<file path="config.mk">
export PLATFORM = sky130hd
export DESIGN_NAME = demux_rr_dispatcher
export DESIGN_NICKNAME = d
export VERILOG_FILES = /design/src/rtl/demux_rr_dispatcher_pkg.sv /design/src/rtl/demux_rr_dispatcher_demux1to4.sv /design/src/rtl/demux_rr_dispatcher.sv
export SDC_FILE = /design/constraint.sdc
export NUM_CORES = 1
export LEC_CHECK = 0
export CAP_MARGIN = 20
export CELL_PAD_IN_SITES_DETAIL_PLACEMENT = 1
export CELL_PAD_IN_SITES_GLOBAL_PLACEMENT = 1
export CORE_AREA = 4 4 52 73
export CTS_BUF_LIST = sky130_fd_sc_hd__clkbuf_8
export DETAILED_ROUTE_END_ITERATION = 12
export DIE_AREA = 0 0 56 77
export PLACE_DENSITY = 0.84
export SYNTH_ARGS = -nofsm -noshare
export SYNTH_HDL_FRONTEND = slang
export SYNTH_SLANG_ARGS = --single-unit
</file>
<file path="constraint.sdc">
create_clock -name clk -period 5.25 [get_ports clk]
set_clock_uncertainty 0.05 [all_clocks]
set_input_delay 1.575 -clock clk [delete_from_list [all_inputs] [get_ports clk]]
set_output_delay 1.575 -clock clk [all_outputs]
set_load 0.005 [all_outputs]
</file>
<file path="src/rtl/demux_rr_dispatcher_pkg.sv">
// Shared types and helpers for the round-robin dispatcher.
// Holds the channel count, select width, FSM state type and the priority scan.
package demux_rr_dispatcher_pkg;

    localparam int NUM_CH = 4;
    localparam int SEL_W  = 2;

    typedef enum logic {
        IDLE = 1'b0,
        HOLD = 1'b1
    } state_e;

    // Scan ptr, ptr+1, ptr+2, ptr+3 (mod 4).
    // With skip set, the first enabled channel that is also ready wins.
    // Otherwise, the first enabled channel wins.
    // If no channel is enabled, ptr is returned. Callers gate on |en.
    function automatic logic [SEL_W-1:0] rr_pick(
        input logic [SEL_W-1:0]  ptr,
        input logic [NUM_CH-1:0] en,
        input logic [NUM_CH-1:0] rdy,
        input logic              skip
    );
        logic [SEL_W-1:0] idx;
        logic [SEL_W-1:0] pick_r;
        logic [SEL_W-1:0] pick_e;
        logic             found_r;
        logic             found_e;
        idx     = ptr;
        pick_r  = ptr;
        pick_e  = ptr;
        found_r = 1'b0;
        found_e = 1'b0;
        for (int i = 0; i < NUM_CH; i++) begin
            idx = ptr + SEL_W'(i);
            if (!found_e && en[idx]) begin
                found_e = 1'b1;
                pick_e  = idx;
            end
            if (!found_r && en[idx] && rdy[idx]) begin
                found_r = 1'b1;
                pick_r  = idx;
            end
        end
        return (skip && found_r) ? pick_r : pick_e;
    endfunction

endpackage

</file>
<file path="src/rtl/demux_rr_dispatcher_demux1to4.sv">
// 1-to-4 demultiplexer: routes din to the output picked by sel.
// Ports: din (1b), sel (2b) -> dout (4b, at most one bit set).
module demux1to4
    import demux_rr_dispatcher_pkg::*;
(
    input  logic              din,
    input  logic [SEL_W-1:0]  sel,
    output logic [NUM_CH-1:0] dout
);

    always_comb begin
        dout      = '0;
        dout[sel] = din;
    end

endmodule

</file>
<file path="src/rtl/demux_rr_dispatcher.sv">
// Round-robin dispatcher: one valid/ready input shared by four consumers.
// Ports: clk, rst, chan_en, in_valid/in_data/in_ready, out_valid/out_data/out_ready, sel, busy.
module demux_rr_dispatcher
    import demux_rr_dispatcher_pkg::*;
#(
    parameter int WIDTH     = 8,
    parameter int SKIP_BUSY = 1
) (
    input  logic              clk,
    input  logic              rst,
    input  logic [NUM_CH-1:0] chan_en,
    input  logic              in_valid,
    input  logic [WIDTH-1:0]  in_data,
    output logic              in_ready,
    output logic [NUM_CH-1:0] out_valid,
    output logic [WIDTH-1:0]  out_data,
    input  logic [NUM_CH-1:0] out_ready,
    output logic [SEL_W-1:0]  sel,
    output logic              busy
);

    localparam logic SkipBusy = (SKIP_BUSY != 0);

    state_e           state_q;
    logic [SEL_W-1:0] sel_q;
    logic [SEL_W-1:0] ptr_q;
    logic [WIDTH-1:0] data_q;

    logic             deliver;
    logic             accept;
    logic [SEL_W-1:0] ptr_d;
    logic [SEL_W-1:0] target;

    always_comb begin
        deliver  = (state_q == HOLD) && out_ready[sel_q];
        in_ready = ((state_q == IDLE) || deliver) && (|chan_en);
        accept   = in_valid && in_ready;
        // A word delivered this cycle moves the pointer first,
        // so a back-to-back word is scanned from the updated pointer.
        ptr_d    = deliver ? sel_q + SEL_W'(1) : ptr_q;
        target   = rr_pick(ptr_d, chan_en, out_ready, SkipBusy);
    end

    always_ff @(posedge clk) begin
        if (rst) begin
            state_q <= IDLE;
            sel_q   <= '0;
            ptr_q   <= '0;
            data_q  <= '0;
        end else begin
            ptr_q <= ptr_d;
            if (deliver) begin
                state_q <= IDLE;
            end
            if (accept) begin
                data_q  <= in_data;
                sel_q   <= target;
                state_q <= HOLD;
            end
        end
    end

    assign busy     = (state_q == HOLD);
    assign sel      = sel_q;
    assign out_data = data_q;

    demux1to4 u_demux (
        .din  (busy),
        .sel  (sel_q),
        .dout (out_valid)
    );

endmodule

</file>
# Word-level counts from Yosys, hierarchy flattened
# Cells that the tools add are included.
[classes]
add_sub_neg = 4
magnitude_cmp = 6
mux = 37
bitwise_logic = 2
reduce_logical = 23
[ops]
columns = ["op", "n"]
rows = [
  ["1-bit two-way mux", 19],
  ["1-bit binary-select mux with 2-bit select", 9],
  ["2-bit two-way mux", 8],
  ["2-bit by 3-bit less-than comparator with 1-bit output, second input constant", 5],
  ["1-bit logical AND", 14],
  ["1-bit logical NOT", 6],
  ["2-bit by 1-bit adder with 2-bit output, second input constant", 2],
  ["2-bit adder, second input constant", 2],
  ["4-bit AND", 1],
  ["4-bit OR reduction", 1],
  ["1-bit demux with 2-bit select", 1],
  ["2-bit by 1-bit greater-or-equal comparator with 1-bit output, second input constant", 1],
  ["2-bit nonzero test", 1],
  ["1-bit logical OR", 1],
  ["1-bit inverter", 1],
]
[totals]
register_bits = 13
input_bits = 19
output_inout_bits = 16
elab_cells = 76

# Depth between registers and ports, before layout
# Gate-level depths: netlist (run 1).
[depth]
ltp_word = 21
mapped_depth = 10

# Hierarchy
# A second synthesis (run 1) with hierarchy kept.
[unflattened]
cells_unflattened = 128
area_unflattened_um2 = 1026.0
[modules_own_cells]
columns = ["mod", "instances", "cells_per_inst", "area_per_inst_um2", "seq_area_each_um2"]
rows = [
  ["demux_rr_dispatcher", 1, 124, 988.4, 260.2],
  ["demux1to4", 1, 4, 37.5, 0.0],
]

# Worst setup path before layout (run 1)
# OpenSTA, ideal clock, no wires.
[synth_path]
kind = "input port to output port"
from = "input out_ready[3]"
to = "output in_ready"
arrival_time_ns = 2.143
path_slack_ns = 1.482
stages = 4
path_cell_list = "mux2i_2 > nand2_1 > o21ai_0 > a32oi_1"
[synth_between]
elab_chain_cells = 5
[synth_rtl]
columns = ["element", "line", "rtl"]
rows = [
  ["start: declaration", "demux_rr_dispatcher.sv:17", "input logic [NUM_CH-1:0] out_ready,"],
  ["1-bit binary-select mux with 2-bit select", "demux_rr_dispatcher.sv:35", "deliver = (state_q == HOLD) && out_ready[sel_q];"],
  ["1-bit two-way mux (implied by the code)", "demux_rr_dispatcher.sv:35", ""],
  ["1-bit logical AND", "demux_rr_dispatcher.sv:35", ""],
  ["1-bit logical OR", "demux_rr_dispatcher.sv:36", "in_ready = ((state_q == IDLE) || deliver) && (|chan_en);"],
  ["1-bit logical AND", "demux_rr_dispatcher.sv:36", ""],
  ["end: declaration", "demux_rr_dispatcher.sv:14", "output logic in_ready,"],
]
# Every way passes these cells. The select of a mux whose other input is x is not followed.

# Worst setup path after layout (run 1)
[layout_path]
from = "input out_ready[1]"
to = "output in_ready"
# Same word-level chain as after synthesis.

==> results of run 1 <==
## Yosys cell counts, drive strengths merged (3+ instances only)
cell type   n  area (sq um)
a21oi      14          70.1
a31oi       3          18.8
and2        6          40.0
clkbuf      4          15.0
dfxtp      13           260
ha          4          50.1
inv         6          22.5
mux2i       6          80.1
nand2      32           120
nand3       4          20.0
nor2       11          41.3
o21ai       7          38.8
## kinds of logic after synthesis
logic type      synth area share [%]
flops                           24.4
buf+inv                         4.58
compound gates                  28.1
mux                             9.98
xor+xnor                       0.822
simple gates                    27.5
fa+ha+maj                       4.70
## metrics by stage
stage / std cells / worst slack, ns / util, % / hold WS [ns] / instance area (sq um)
after CTS: 215 / 0.333 / 47.2 / 0.426 / 1470
after global routing: 215 / 0.219 / 47.2 / 0.455 / 1470
after detailed placement: 211 / 0.344 / 45.8 / 0.416 / 1430
after global placement: 211 / 0.451 / 45.8 / 0.400 / 1430
after floorplan: 143 / 1.48 / - / 0.397 / 1070
final: 215 / 0.333 / 47.2 / 0.421 / 1470
## worst max-delay path, delay by kind of cell
family	cells	cell delay, ns
AO/OA/AOI/OAI	2	0.40
buffers and inverters	2	1.07
multiplexers	1	0.15
AND/OR/NAND/NOR	1	0.10
## path summary, 6_finish.rpt
kind / to / slack (ns) / from / cells past startpoint
hold / removal: out_data[0]$_SDFFE_PP0P_ / 0.42 / out_data[0]$_SDFFE_PP0P_ / 2
setup reg to reg: sel[0]$_SDFFE_PP0P_ / 2.23 / sel[0]$_SDFFE_PP0P_ / 9
hold reg to reg: out_data[0]$_SDFFE_PP0P_ / 0.42 / out_data[0]$_SDFFE_PP0P_ / 2
setup / recovery: in_ready / 0.33 / out_ready[1] / 6
## area by class of cell
type / count / area [sq um] / share of cell area [%]
Clock inverter: 1 / 3.75 / 0.255
Sequential cell: 13 / 260 / 17.7
Clock buffer: 3 / 41.3 / 2.80
Tap cell: 39 / 48.8 / 3.31
Multi-Input combinational cell: 119 / 757 / 51.4
Timing Repair Buffer: 34 / 340 / 23.1
Inverter: 6 / 22.5 / 1.53
## layer usage
| metal | routed length [microns] | part of all wire (%) | vias up |
|---|---|---|---|
| li1 | - | - | 581 |
| met1 | 1390 | 38 | 595 |
| met2 | 2000 | 54 | 39 |
| met3 | 209 | 5.7 | 5 |
| met4 | 72 | 2.0 | 0 |
| met5 | 0 | 0 | - |
## registers in the layout, summed over array words and instances (netlist names)
| name | cells |
|---|---|
| out_data | 8 |
| ptr_q | 2 |
| sel | 2 |
| busy | 1 |
## power by group through the flow
stage | Combinational (mW) | Sequential [mW] | Clock [mW]
floorplan | 0.0977 | 0.117 | 0
global placement | 0.145 | 0.121 | 0
detailed placement | 0.152 | 0.122 | 0
CTS | 0.153 | 0.120 | 0.0929
global route | 0.168 | 0.122 | 0.0978
finish | 0.153 | 0.120 | 0.0890
==> impl_metrics.toml, run 1 <==
[placement]
portBuffers = 34
globalplace.congestion = 0.867
dp_hpwl_microns = 2890

[drt]
wl_per_cell_microns = 17.1
vias = 1220
antenna_left = 0
dr.pass1.iters = 4
vias_per_cell = 5.67
drcViolationCount = 0
drtIter0Drc = 30
drt-total-wl_microns = 3670

[power]
p_comb_share_pct = 42.2
finalPower_mw = 0.362
ir_drop_v = 0.000140
p_leak_nw = 0.555
switching_share_pct = 35.6
clkPwrFrac_pct = 24.6
cellPowerDensity_nw_per_um2 = 245
seq_power_share_pct = 33.2
switchingPower_mw = 0.129
p_int_mw = 0.233

[final_layout]
area_growth_pct = 38.3
fin_nets = 200
fillers = 405
mostFrequentLayoutCells = "34 x clkdlybuf4s50_1, 32 x nand2_1, 14 x a21oi_1"
final_common_cell = "clkdlybuf4s50_1"
drive_gt1_share_pct = 8.52
insertedDiodeCount = 0

[cts]
path_clk_slew_ns = 0.05
clkSinkCount = 13
cts_made_buffers = 3
postCtsSetupBuffers = 0
clk_latency_ns = 0.25
clockBufferDepth = 2
htreeDepth = 1
cts_root_buf = "clkbuf_8"
cts_tree = "done"
hold_buffers = 0
ctsResizeCount = 0

[global_routing]
grt_use_total_pct = 17.8
grt_pass1_vias = 1361
grt_max_degree = 15
grt_pass1_wl_microns = 6150
antenna_found_initial = 0
busiest_layer = "met2"
met1_usage_pct = 17.4
use_met2_pct = 34.3
globalRouteOverflowTotal = 0
use_met3_pct = 3.70

[timing]
setup_tns_ns = 0
report.final.slew_viol_count = 0
setup_violations = 0
rsz0062_at_grt = "false"
maxSlewHeadroom_pct = 65.1
timing.fmax_mhz = 203
min_period_ns = 4.92
worstMarginPinSlew_ns = 0.522
post-route-period-util_pct = 93.6
final_hold_viol_count = 0

[logic_synthesis]
synth-edff-count = 0
syn_nets = 166
synth_seq_cells = 13
yosysSeqAreaShare_pct = 24.4
syn-cell-area_sq_um = 1070
synth_ff_type = "dfxtp_1"
synthCells = 143
ys_types = 44
yosysWarnings = 0
async_flop_share_pct = 0
avgSynthCellArea_sq_um = 7.45

[status]
outcome = "completed"

[critical_path]
max_stage_delay_ns = 0.57
critPathRequiredTime_ns = 3.63
critical_path_class = "input port to output pin"
crit_top_cell = "clkdlybuf4s50_1"
arrival_ns = 3.29
crit_path_end_kind = "output pin"
path_cells = "clkdlybuf4s50_1, mux2i_2, nand2_1, o21ai_0, a32oi_1, clkdlybuf4s50_1"
start_kind = "input port"
worstPathMaxFanout = 6
cp_slowest_cell = "clkdlybuf4s50_1"

[worst_hold_path]
hold_class = "flip-flop to flip-flop"

[floorplanning]
die_x_microns = 56
die_h_microns = 77
io_pins = 35
dieArea_sq_um = 4310
core-area_sq_um = 3120
num_rows = 24
initial_core_util_pct = 34.1

[job]
maxCapViolCount = 0
Note: power is estimated with default switching activity, not from simulation.
==> run 2: changes to the inputs <==
--- a/config.mk
+++ b/config.mk
@@ -8,11 +8,12 @@
 export CAP_MARGIN = 20
 export CELL_PAD_IN_SITES_DETAIL_PLACEMENT = 1
 export CELL_PAD_IN_SITES_GLOBAL_PLACEMENT = 1
-export CORE_AREA = 4 4 52 73
+export CORE_AREA = 4 4 51 72
 export CTS_BUF_LIST = sky130_fd_sc_hd__clkbuf_8
 export DETAILED_ROUTE_END_ITERATION = 12
-export DIE_AREA = 0 0 56 77
-export PLACE_DENSITY = 0.84
+export DIE_AREA = 0 0 55 76
+export PLACE_DENSITY = 0.83
 export SYNTH_ARGS = -nofsm -noshare
 export SYNTH_HDL_FRONTEND = slang
+export SYNTH_HIERARCHICAL = 1
 export SYNTH_SLANG_ARGS = --single-unit
==> run 2 against run 1 <==
Sequential share of layout area grew 0.20 points. Power down 3.2%. Critical path type unchanged. Non-clock buffer count up 4. Synthesized area fell by 3.8%. Worst hold slack better by 0.041 ns. Flip-flop and latch count is the same. Sequential power about the same.
==> impl_metrics.toml, run 2 <==
[cts]
path_clk_slew_ns = 0.05
postCtsSetupBuffers = 0
htreeDepth = 1
clkSinkCount = 13
cts_made_buffers = 3
ctsResizeCount = 0
cts_root_buf = "clkbuf_8"
clk_latency_ns = 0.24
clockBufferDepth = 2
cts_tree = "done"
hold_buffers = 0

[global_routing]
grt_max_degree = 14
antenna_found_initial = 0
grt_pass1_wl_microns = 5610
globalRouteOverflowTotal = 0
grt_pass1_vias = 1210
grt_use_total_pct = 17.6

[critical_path]
r2r-end = "sel[1]$_SDFFE_PP0P_"
start_kind = "input port"
arrival_ns = 3.41
worstPathMaxFanout = 4
critPathRequiredTime_ns = 3.63
timing.rr.start = "sel[0]$_SDFFE_PP0P_"
worstRegToRegCells = 7
crit_path_end_kind = "output pin"
critical_path_class = "input port to output pin"
r2r_slack_ns = 2.53

[logic_synthesis]
syn-cell-area_sq_um = 1030
synth_seq_cells = 13
avgSynthCellArea_sq_um = 8.02
yosysSeqAreaShare_pct = 25.4
netlist_top_cells_area = "dfxtp_1 25%, mux2i_1 17%, a21oi_1 6.8%, nor2_1 5.1%, nand2_1 4.8%"
synth-edff-count = 0
ys_top_cells_by_count = "17 x mux2i_1, 14 x a21oi_1, 14 x nor2_1"
synth_ff_type = "dfxtp_1"
async_flop_share_pct = 0
synth.top_cell.area_share_pct = 25.4
syn_nets = 147
synthCells = 128
ys_types = 45
yosysWarnings = 6
synth.most_common_cell = "mux2i_1"
yosysTopAreaCell = "dfxtp_1"

[drt]
vias = 1119
drt-total-wl_microns = 3430
drcViolationCount = 0
drtIter0Drc = 19
wl_per_cell_microns = 17.0
vias_per_cell = 5.54
dr.pass1.iters = 6
antenna_left = 0

[final_layout]
stdcell_count = 202
multi_input_area_sq_um = 722
design_area_sq_um = 1460
fillers = 362
drive_gt1_share_pct = 9.20
area_growth_pct = 42.1
final_common_cell = "clkdlybuf4s50_1"
fin_nets = 183
mostFrequentLayoutCells = "34 x clkdlybuf4s50_1, 17 x mux2i_1, 14 x a21oi_1, 14 x nor2_1"
largest_register_ffs = 8
insertedDiodeCount = 0
post-route-util_pct = 48.1
seqCellArea_sq_um = 260

[placement]
dp_slack_ns = 0.206
place_inst = 198
placed_area_sq_um = 1410
globalplace.congestion = 0.837
portBuffers = 34
dp_hpwl_microns = 2750

[timing]
maxSlewHeadroom_pct = 51.7
timing.fmax_mhz = 199
post-route-period-util_pct = 96.0
min_period_ns = 5.04
worstMarginPinSlew_ns = 0.725
rsz0062_at_grt = "false"
setup_violations = 0
final_hold_viol_count = 0
report.final.slew_viol_count = 0
postLayoutSetupSlackWorst_ns = 0.213
whs_ns = 0.462
setup_tns_ns = 0

[floorplanning]
core-area_sq_um = 3030
num_rows = 24
initial_core_util_pct = 33.8
io_pins = 35
die_h_microns = 76
dieArea_sq_um = 4180
die_x_microns = 55

[status]
outcome = "completed"

[power]
clkPwrFrac_pct = 24.7
p_leak_nw = 0.597
finalPower_mw = 0.350
p_int_mw = 0.232
cellPowerDensity_nw_per_um2 = 240
switching_share_pct = 33.6
seq_power_share_pct = 35.0
switchingPower_mw = 0.118
p_comb_share_pct = 40.2
ir_drop_v = 0.000185

[job]
maxCapViolCount = 0

[worst_hold_path]
hold_class = "flip-flop to flip-flop"
hold_path_depth = 2
hold_start = "out_data[6]$_SDFFE_PP0P_"
min_to = "out_data[6]$_SDFFE_PP0P_"
-- run 2: cell count changes after synthesis, sizes merged, moves of 3 or more --
cell | before | now
nor2 | 11 | 14
ha | 4 | 0
nand2 | 32 | 13
o21ai | 7 | 4
a211o | 0 | 3
mux2i | 6 | 19
inv | 6 | 3
-- run 2: metal layers --
| metal | up-vias | GRT usage, % | part of all wire (%) |
|---|---|---|---|
| met5 | - | 0 | 0 |
| met1 | 533 | 18.4 | 38 |
| li1 | 536 | - | - |
| met4 | 0 | 7.79 | 3.7 |
| met3 | 11 | 5.09 | 5.3 |
| met2 | 39 | 30.5 | 53 |
-- run 2: cells by family after synthesis --
group                     share of synthesized area, %
AOI/OAI and AO/OA                                 25.0
xor gates and xnor gates                         0.854
buffers and inverters                             4.27
DFF                                               25.4
muxes                                             20.4
and+or+nand+nor                                   24.1
-- run 2: power groups by stage --
stage                     clock (mW)  combinational (mW)  sequential, mW
final                         0.0866               0.141           0.123
after CTS                     0.0887               0.142           0.122
after floorplan                    0              0.0898           0.117
after global routing          0.0958               0.153           0.124
after detailed placement           0               0.140           0.124
after global placement             0               0.135           0.123
-- run 2: worst max-delay path by stage --
| stage | startpoint | to | slack, ns | cells after the start |
|---|---|---|---|---|
| 2_1_floorplan | chan_en[2] | in_ready | 1.31 | 3 |
| 3_3_place_gp | out_ready[3] | in_ready | 0.30 | 6 |
| 3_5_place_dp | out_ready[3] | in_ready | 0.21 | 6 |
| 4_1_cts | out_ready[3] | in_ready | 0.19 | 6 |
| 5_1_grt | out_ready[3] | in_ready | 0.1 | 6 |
| 6_report | out_ready[3] | in_ready | 0.21 | 6 |
-- run 2: layout make-up --
cell class	count	area share, %
clock buffer	3	2.83
clock inverter	1	0.258
inverter	3	0.773
multi-input combinational	105	49.5
sequential	13	17.9
tap	39	3.35
timing repair buffer	38	25.4
-- run 2: critical path: stages --
cell	delay [ns]
clkdlybuf4s50_1	0.48
mux2i_1	0.39
mux2_2	0.24
nand2_1	0.08
and2_1	0.18
clkdlybuf4s50_1	0.46
